`src/rtl/lcd_bus_sequencer_pkg.sv`:
```
// Shared types and constants for the LCD bus sequencer.
package lcd_seq_pkg;

  typedef enum logic [2:0] {
    IDLE  = 3'd0,
    SETUP = 3'd1,
    PULSE = 3'd2,
    HOLD  = 3'd3,
    GAP   = 3'd4
  } lcd_state_e;

  // Bit positions inside the core's LCD register word.
  localparam int LCD_ON_BIT   = 31;
  localparam int LCD_EN_BIT   = 10;
  localparam int LCD_RS_BIT   = 9;
  localparam int LCD_RW_BIT   = 8;
  localparam int LCD_DATA_MSB = 7;

  typedef struct packed {
    logic       rs;
    logic       rw;
    logic [7:0] data;
  } lcd_cmd_t;

  // Extract the RS/RW/DATA command fields from a raw LCD register word.
  function automatic lcd_cmd_t word_to_cmd(input logic [31:0] word);
    lcd_cmd_t cmd;
    cmd.rs   = word[LCD_RS_BIT];
    cmd.rw   = word[LCD_RW_BIT];
    cmd.data = word[LCD_DATA_MSB:0];
    return cmd;
  endfunction

endpackage

```
`src/rtl/lcd_bus_sequencer_if.sv`:
```
// LCD register word in, timed HD44780 bus and status out.
interface lcd_bus_sequencer_if;
  logic [31:0] i_lcd_word;
  logic        o_lcd_on;
  logic        o_lcd_en;
  logic        o_lcd_rs;
  logic        o_lcd_rw;
  logic [7:0]  o_lcd_data;
  logic        o_busy;
  logic        o_overrun;

  // Core side: writes the LCD word, observes bus and status.
  modport master (
    output i_lcd_word,
    input  o_lcd_on, o_lcd_en, o_lcd_rs, o_lcd_rw, o_lcd_data, o_busy, o_overrun
  );

  // Sequencer side.
  modport slave (
    input  i_lcd_word,
    output o_lcd_on, o_lcd_en, o_lcd_rs, o_lcd_rw, o_lcd_data, o_busy, o_overrun
  );
endinterface

```
`src/rtl/lcd_bus_sequencer_cmd_buf.sv`:
```
// One-entry pending command buffer with sticky overrun flag.
module lcd_cmd_buf
  import lcd_seq_pkg::*;
(
  input  logic     i_clk,
  input  logic     i_reset,
  input  logic     i_load,     // new request arriving while the sequencer is busy
  input  logic     i_take,     // sequencer consumes the pending entry this cycle
  input  lcd_cmd_t i_cmd,
  output lcd_cmd_t o_cmd,
  output logic     o_valid,
  output logic     o_overrun
);

  lcd_cmd_t cmd_q;
  logic     valid_q;
  logic     overrun_q;

  // Capture when empty or being drained in the same cycle; otherwise drop and flag.
  always_ff @(posedge i_clk) begin
    if (i_reset) begin
      cmd_q     <= '0;
      valid_q   <= 1'b0;
      overrun_q <= 1'b0;
    end else begin
      if (i_load && (!valid_q || i_take)) begin
        cmd_q <= i_cmd;
      end
      valid_q <= i_load | (valid_q & ~i_take);
      if (i_load && valid_q && !i_take) begin
        overrun_q <= 1'b1;
      end
    end
  end

  assign o_cmd     = cmd_q;
  assign o_valid   = valid_q;
  assign o_overrun = overrun_q;

endmodule

```
`src/rtl/lcd_bus_sequencer.sv`:
```
// Turns software EN toggles into HD44780-timed setup/pulse/hold/gap bus cycles.
module lcd_bus_sequencer
  import lcd_seq_pkg::*;
#(
  parameter int unsigned SETUP_CYC = 2,
  parameter int unsigned PULSE_CYC = 12,
  parameter int unsigned HOLD_CYC  = 2,
  parameter int unsigned GAP_CYC   = 2000
) (
  input logic          i_clk,
  input logic          i_reset,
  lcd_bus_sequencer_if.slave bus_if
);

  localparam int unsigned MAX_SP  = (SETUP_CYC > PULSE_CYC) ? SETUP_CYC : PULSE_CYC;
  localparam int unsigned MAX_HG  = (HOLD_CYC > GAP_CYC) ? HOLD_CYC : GAP_CYC;
  localparam int unsigned MAX_ALL = (MAX_SP > MAX_HG) ? MAX_SP : MAX_HG;
  localparam int          CNT_W   = $clog2(MAX_ALL) + 1;

  lcd_state_e       state_q, state_d;
  logic [CNT_W-1:0] cnt_q, cnt_d;
  lcd_cmd_t         act_q, act_d;
  logic             prev_en_q;
  logic             on_q;
  logic             en_q;

  logic     trig;
  logic     cnt_zero;
  logic     gap_done;
  lcd_cmd_t word_cmd;
  lcd_cmd_t pend_cmd;
  logic     pend_vld;
  logic     pend_load;
  logic     pend_take;
  logic     pend_overrun;
  logic     unused_word_bits;

  assign trig     = bus_if.i_lcd_word[LCD_EN_BIT] & ~prev_en_q;
  assign word_cmd = word_to_cmd(bus_if.i_lcd_word);
  assign cnt_zero = (cnt_q == '0);
  assign gap_done = (state_q == GAP) && cnt_zero;
  assign unused_word_bits = &{1'b0, bus_if.i_lcd_word[30:11]};

  // A request goes to the pending slot unless the FSM can accept it directly:
  // in IDLE, or on the last GAP cycle when nothing is already waiting.
  assign pend_load = trig && (state_q != IDLE) && !(gap_done && !pend_vld);

  // Next-state, counter reload and active-command selection.
  always_comb begin
    state_d   = state_q;
    cnt_d     = cnt_q;
    act_d     = act_q;
    pend_take = 1'b0;
    case (state_q)
      IDLE: begin
        if (trig) begin
          state_d = SETUP;
          cnt_d   = CNT_W'(SETUP_CYC - 1);
          act_d   = word_cmd;
        end
      end
      SETUP: begin
        if (cnt_zero) begin
          state_d = PULSE;
          cnt_d   = CNT_W'(PULSE_CYC - 1);
        end else begin
          cnt_d = cnt_q - CNT_W'(1);
        end
      end
      PULSE: begin
        if (cnt_zero) begin
          state_d = HOLD;
          cnt_d   = CNT_W'(HOLD_CYC - 1);
        end else begin
          cnt_d = cnt_q - CNT_W'(1);
        end
      end
      HOLD: begin
        if (cnt_zero) begin
          state_d = GAP;
          cnt_d   = CNT_W'(GAP_CYC - 1);
        end else begin
          cnt_d = cnt_q - CNT_W'(1);
        end
      end
      GAP: begin
        if (cnt_zero) begin
          if (pend_vld) begin
            state_d   = SETUP;
            cnt_d     = CNT_W'(SETUP_CYC - 1);
            act_d     = pend_cmd;
            pend_take = 1'b1;
          end else if (trig) begin
            state_d = SETUP;
            cnt_d   = CNT_W'(SETUP_CYC - 1);
            act_d   = word_cmd;
          end else begin
            state_d = IDLE;
          end
        end else begin
          cnt_d = cnt_q - CNT_W'(1);
        end
      end
      default: begin
        state_d = IDLE;
        cnt_d   = '0;
      end
    endcase
  end

  // State, counter, active command and registered bus outputs.
  always_ff @(posedge i_clk) begin
    if (i_reset) begin
      state_q   <= IDLE;
      cnt_q     <= '0;
      act_q     <= '0;
      prev_en_q <= 1'b1;
      on_q      <= 1'b0;
      en_q      <= 1'b0;
    end else begin
      state_q   <= state_d;
      cnt_q     <= cnt_d;
      act_q     <= act_d;
      prev_en_q <= bus_if.i_lcd_word[LCD_EN_BIT];
      on_q      <= bus_if.i_lcd_word[LCD_ON_BIT];
      en_q      <= (state_d == PULSE);
    end
  end

  lcd_cmd_buf u_cmd_buf (
    .i_clk     (i_clk),
    .i_reset   (i_reset),
    .i_load    (pend_load),
    .i_take    (pend_take),
    .i_cmd     (word_cmd),
    .o_cmd     (pend_cmd),
    .o_valid   (pend_vld),
    .o_overrun (pend_overrun)
  );

  assign bus_if.o_lcd_on   = on_q;
  assign bus_if.o_lcd_en   = en_q;
  assign bus_if.o_lcd_rs   = act_q.rs;
  assign bus_if.o_lcd_rw   = act_q.rw;
  assign bus_if.o_lcd_data = act_q.data;
  assign bus_if.o_busy     = (state_q != IDLE) | pend_vld;
  assign bus_if.o_overrun  = pend_overrun;

endmodule

```
`src/flat_wrapper.sv`:
```
// flat-port wrapper written by rule: the top's interface ports become plain ports
module lcd_bus_sequencer_flat import lcd_seq_pkg::*;
#(
  parameter int unsigned SETUP_CYC = 2,
  parameter int unsigned PULSE_CYC = 12,
  parameter int unsigned HOLD_CYC  = 2,
  parameter int unsigned GAP_CYC   = 2000
)
  (i_clk, i_reset, bus_if_i_lcd_word, bus_if_o_lcd_on, bus_if_o_lcd_en, bus_if_o_lcd_rs, bus_if_o_lcd_rw, bus_if_o_lcd_data, bus_if_o_busy, bus_if_o_overrun);
  lcd_bus_sequencer_if bus_if_i ();
  input logic i_clk;
  input logic i_reset;
  input wire logic [$bits(bus_if_i.i_lcd_word)-1:0] bus_if_i_lcd_word;
  output wire logic [$bits(bus_if_i.o_lcd_on)-1:0] bus_if_o_lcd_on;
  output wire logic [$bits(bus_if_i.o_lcd_en)-1:0] bus_if_o_lcd_en;
  output wire logic [$bits(bus_if_i.o_lcd_rs)-1:0] bus_if_o_lcd_rs;
  output wire logic [$bits(bus_if_i.o_lcd_rw)-1:0] bus_if_o_lcd_rw;
  output wire logic [$bits(bus_if_i.o_lcd_data)-1:0] bus_if_o_lcd_data;
  output wire logic [$bits(bus_if_i.o_busy)-1:0] bus_if_o_busy;
  output wire logic [$bits(bus_if_i.o_overrun)-1:0] bus_if_o_overrun;
  assign bus_if_i.i_lcd_word = bus_if_i_lcd_word;
  assign bus_if_o_lcd_on = bus_if_i.o_lcd_on;
  assign bus_if_o_lcd_en = bus_if_i.o_lcd_en;
  assign bus_if_o_lcd_rs = bus_if_i.o_lcd_rs;
  assign bus_if_o_lcd_rw = bus_if_i.o_lcd_rw;
  assign bus_if_o_lcd_data = bus_if_i.o_lcd_data;
  assign bus_if_o_busy = bus_if_i.o_busy;
  assign bus_if_o_overrun = bus_if_i.o_overrun;
  lcd_bus_sequencer #(.SETUP_CYC(SETUP_CYC), .PULSE_CYC(PULSE_CYC), .HOLD_CYC(HOLD_CYC), .GAP_CYC(GAP_CYC)) u_core (.i_clk(i_clk), .i_reset(i_reset), .bus_if(bus_if_i));
endmodule
```
`config.mk`:
```
export PLATFORM = sky130hd
export DESIGN_NAME = lcd_bus_sequencer_flat
export DESIGN_NICKNAME = d
export VERILOG_FILES = /design/src/rtl/lcd_bus_sequencer_pkg.sv /design/src/rtl/lcd_bus_sequencer_if.sv /design/src/rtl/lcd_bus_sequencer_cmd_buf.sv /design/src/rtl/lcd_bus_sequencer.sv /design/src/flat_wrapper.sv
export SDC_FILE = /design/constraint.sdc
export NUM_CORES = 1
export LEC_CHECK = 0
export ABC_AREA = 1
export ABC_CLOCK_PERIOD_IN_PS = 1900
export BUFFER_PORTS_ARGS = -buffer_cell sky130_fd_sc_hd__buf_2
export CAP_MARGIN = 25
export CORE_MARGIN = 2
export CORE_UTILIZATION = 49
export CTS_CLUSTER_DIAMETER = 30
export CTS_CLUSTER_SIZE = 28
export DETAILED_ROUTE_END_ITERATION = 8
export GPL_TIMING_DRIVEN = 1
export PLACE_DENSITY = 0.83
export SYNTH_ARGS = -nofsm -noshare
export SYNTH_HDL_FRONTEND = slang
export SYNTH_HIERARCHICAL = 1
export SYNTH_SLANG_ARGS = --single-unit
```
`constraint.sdc`:
```
create_clock -name i_clk -period 1.9 [get_ports i_clk]
set_input_delay 0.38 -clock i_clk [delete_from_list [all_inputs] [get_ports i_clk]]
set_output_delay 0.38 -clock i_clk [all_outputs]
set_load 0.05 [all_outputs]
```
==> flow_summary.ini <==
[placed_design]
hpwlAfterDp_microns = 3490
place.detailed.instances = 414
placement.io_buffers = 27
routabilityCongestion = 0.870

[finish]
diodes = 0
nets = 405
leading_cell_types_in_the_layout_fill_and_taps_excluded = 74 x sky130_fd_sc_hd__nand2_1, 47 x sky130_fd_sc_hd__nand3_1, 39 x sky130_fd_sc_hd__dfxtp_1, 36 x sky130_fd_sc_hd__inv_1, 29 x sky130_fd_sc_hd__a21oi_1
final_layout_size_suffix_gt1_share_pct = 22.4
mostFrequentLayoutCell = sky130_fd_sc_hd__nand2_1
instances_no_fill = 425
areaGrowthSynthToFinish_pct = 13.5

[timing]
final.period_utilization_pct = 94.8
achievable-frequency_mhz = 555
setup_viol_count_final = 0
final-max-slew-violation-count = 0
finClkSkew_ns = 0.0111
period_needed_ns = 1.80
max_slew_margin_pct = 73.0
report.final.hold_viol_count = 0
worst-slew-pin-transition_ns = 0.406
rsz0062_at_grt = true

[global_route]
wire_length_of_the_first_global_routing_pass_microns = 8950
globalRoute.totalOverflow = 0
grt_start_max_net_pins = 24
antenna_found_initial = 0
global_route.usage.total_pct = 21.2
first_global_vias = 2121

[worst_setup_path]
type_of_the_setup_path_with_the_least_slack = flop to flop
worst-endpoint-required_ns = 2.10
critical_path_peak_fanout = 11
rr_worst_depth = 12
worst_setup_path_start_kind = flop
arrival_time_reported_for_the_critical_path_endpoint_ns = 2.00
endpoint_kind = flop

[yosys]
async_reset_ff_share_pct = 0
fraction_of_the_yosys_area_taken_by_sequential_cells_pct = 34.4
syn_area_per_cell_sq_um = 6.94
synth-warning-count = 6
synth_cell_type_count = 33
synth_enable_flop_cells = 0
ys.flop_type = sky130_fd_sc_hd__dfxtp_1
synth_seq_cells = 40
mappedNetlistNets = 371
post_syn_instances = 336
synthesis.area_sq_mm = 0.00233

[cts]
clock_tree_from_tritoncts = built
cts.clk_slew.worst_paths_ns = 0.09
clock_sinks = 40
cts.root.buffer_cell = sky130_fd_sc_hd__clkbuf_8
cts-buffers-inserted = 5
cts_max_level = 2
clock_latency_ns = 0.29
clock_tree.buffer_depth = 2

[routing]
post_drt_wl_per_cell_microns = 12.4
detail_route.first_pass.iterations = 4
dr_total_vias = 2239
drt-total-wl_microns = 5270
via_per_inst = 5.27
detailedRoute.firstIterationViolations = 80
drtAntennaViolNets = 0
total_drc_errors_in_the_routed_layout = 0

[pwr]
power_switching_share_pct = 51.5
comb_power_share_pct = 65.2
power_frac_clock_pct = 11.8
internal_power_mw = 2.86
register_share_of_total_power_pct = 23.0
vdd.ir_drop.worst_v = 0.000805
design_power_total_mw = 5.90
cellPowerDensity_mw_per_mm2 = 2230
switchingPower_mw = 3.04
leakage_nw = 1.25

[job]
max_capacitance_violation_count = 0

[die]
die_height_microns = 73.0
coreArea_sq_mm = 0.00466
i_o_pins = 48
row_count = 25
die_w_microns = 73.0
start_util_pct = 50.0
dieArea_sq_mm = 0.00532

[min_path]
holdCritPathClass = primary input to flop
holdPathStages = 2

[run_status]
outcome = complete, no violations
per-stage QoR:
stage	cell area, sq um	utilization, %	setup TNS (ns)	hold WS, ns	setup slack [ns]
after global routing	2650	56.8	-0.0893	0.290	-0.0234
after floorplan	2330	-	0	0.446	0.0713
after CTS	2600	55.9	-0.00388	0.280	-0.00388
after global placement	2490	53.4	0	0.436	0.0375
final	2650	56.8	0	0.288	0.0984
after detailed placement	2490	53.4	0	0.451	0.0148
worst paths after layout:
| path | from | endpoint | slack (ns) |
|---|---|---|---|
| min | bus_if_i_lcd_word[10] | u_core/prev_en_q | 0.29 |
| max | u_core/cnt_q[0] | u_core/u_cmd_buf/o_cmd[8] | 0.1 |
| max reg2reg | u_core/cnt_q[0] | u_core/u_cmd_buf/o_cmd[8] | 0.1 |
| min reg2reg | u_core/u_cmd_buf/o_overrun | u_core/u_cmd_buf/o_overrun | 0.46 |
registers in the layout, indices dropped and copies added, names as in the netlist:
signal                      cells
u_core/bus_if.o_lcd_data        8
u_core/bus_if.o_lcd_en          1
u_core/bus_if.o_lcd_on          1
u_core/bus_if.o_lcd_rs          1
u_core/bus_if.o_lcd_rw          1
u_core/cnt_q                   12
u_core/prev_en_q                1
u_core/state_q                  3
u_core/u_cmd_buf/o_cmd         10
u_core/u_cmd_buf/o_overrun      1
u_core/u_cmd_buf/o_valid        1
synthesized netlist by cell type (2+ instances only):
library cell | count | area, sq um
sky130_fd_sc_hd__nor3_1 | 3 | 15.0
sky130_fd_sc_hd__dfxtp_1 | 40 | 801
sky130_fd_sc_hd__a21oi_2 | 7 | 61.3
sky130_fd_sc_hd__nand3_2 | 4 | 40.0
sky130_fd_sc_hd__xor2_1 | 5 | 43.8
sky130_fd_sc_hd__nor2_4 | 2 | 22.5
sky130_fd_sc_hd__inv_2 | 3 | 11.3
sky130_fd_sc_hd__nor2_1 | 28 | 105
sky130_fd_sc_hd__nand2_4 | 3 | 33.8
sky130_fd_sc_hd__buf_6 | 8 | 90.1
sky130_fd_sc_hd__o21ai_0 | 12 | 60.1
sky130_fd_sc_hd__nor2_2 | 2 | 12.5
sky130_fd_sc_hd__nand2_1 | 75 | 282
sky130_fd_sc_hd__a21oi_1 | 29 | 145
sky130_fd_sc_hd__nand3_1 | 47 | 235
sky130_fd_sc_hd__o21ai_1 | 10 | 50.1
sky130_fd_sc_hd__nor2_8 | 2 | 40.0
sky130_fd_sc_hd__nand2_2 | 3 | 18.8
sky130_fd_sc_hd__clkbuf_1 | 3 | 11.3
sky130_fd_sc_hd__inv_1 | 37 | 139
kinds of logic after synthesis:
family          count (synthesis)  share of synthesized area [%]
compound gates                 60                           14.4
xor+xnor                        6                           2.25
fa+ha+maj                       1                          0.537
buf+inv                        56                           12.3
flops                          40                           34.4
simple gates                  173                           36.1
power groups by stage:
| stage | clock network, mW | registers (mW) | logic [mW] |
|---|---|---|---|
| floorplan | 0 | 1.71 | 2.77 |
| global placement | 0 | 1.37 | 3.70 |
| detailed placement | 0 | 1.37 | 3.79 |
| CTS | 0.712 | 1.35 | 3.81 |
| global route | 0.739 | 1.40 | 4.28 |
| finish | 0.697 | 1.36 | 3.85 |
routing by layer:
metal / GRT usage [%] / vias up / share of wire [%]
met5: 0 / - / 0
met4: 9.88 / 0 / 1.7
met3: 3.73 / 7 / 4.5
met2: 35.6 / 61 / 50
met1: 26.3 / 1022 / 44
li1: - / 1149 / -
what timing repair did:
action / CTS / global route
resized for setup: 1 / 8
endpoints found under the hold margin: 0 / 0
cloned: 0 / 2
setup buffers: 0 / 1
hold buffers: 0 / 0
endpoints found under the setup margin: 2 / 13
critical path, cell delays in order, from the launching register on:
cell,delay (ns)
sky130_fd_sc_hd__dfxtp_1,0.30
sky130_fd_sc_hd__inv_1,0.07
sky130_fd_sc_hd__ha_2,0.24
sky130_fd_sc_hd__nand2_4,0.09
sky130_fd_sc_hd__nor2_8,0.18
sky130_fd_sc_hd__nand3_4,0.09
sky130_fd_sc_hd__nand2_4,0.06
sky130_fd_sc_hd__nand2_1,0.08
sky130_fd_sc_hd__nand2_4,0.12
sky130_fd_sc_hd__clkinvlp_4,0.09
sky130_fd_sc_hd__buf_4,0.18
sky130_fd_sc_hd__a21oi_1,0.15
sky130_fd_sc_hd__nor2_1,0.06
area by class of cell:
| type | count | area [sq um] |
|---|---|---|
| Fill cell | 404 | 2010 |
| Multi-Input combinational cell | 240 | 1260 |
| Sequential cell | 40 | 802 |
| Timing Repair Buffer | 40 | 235 |
| Inverter | 41 | 158 |
| Clock buffer | 5 | 68.8 |
| Tap cell | 54 | 67.6 |
| Clock inverter | 3 | 42.5 |
| Timing Repair inverter | 2 | 15.0 |
Note: power is estimated with default switching activity, not from simulation.
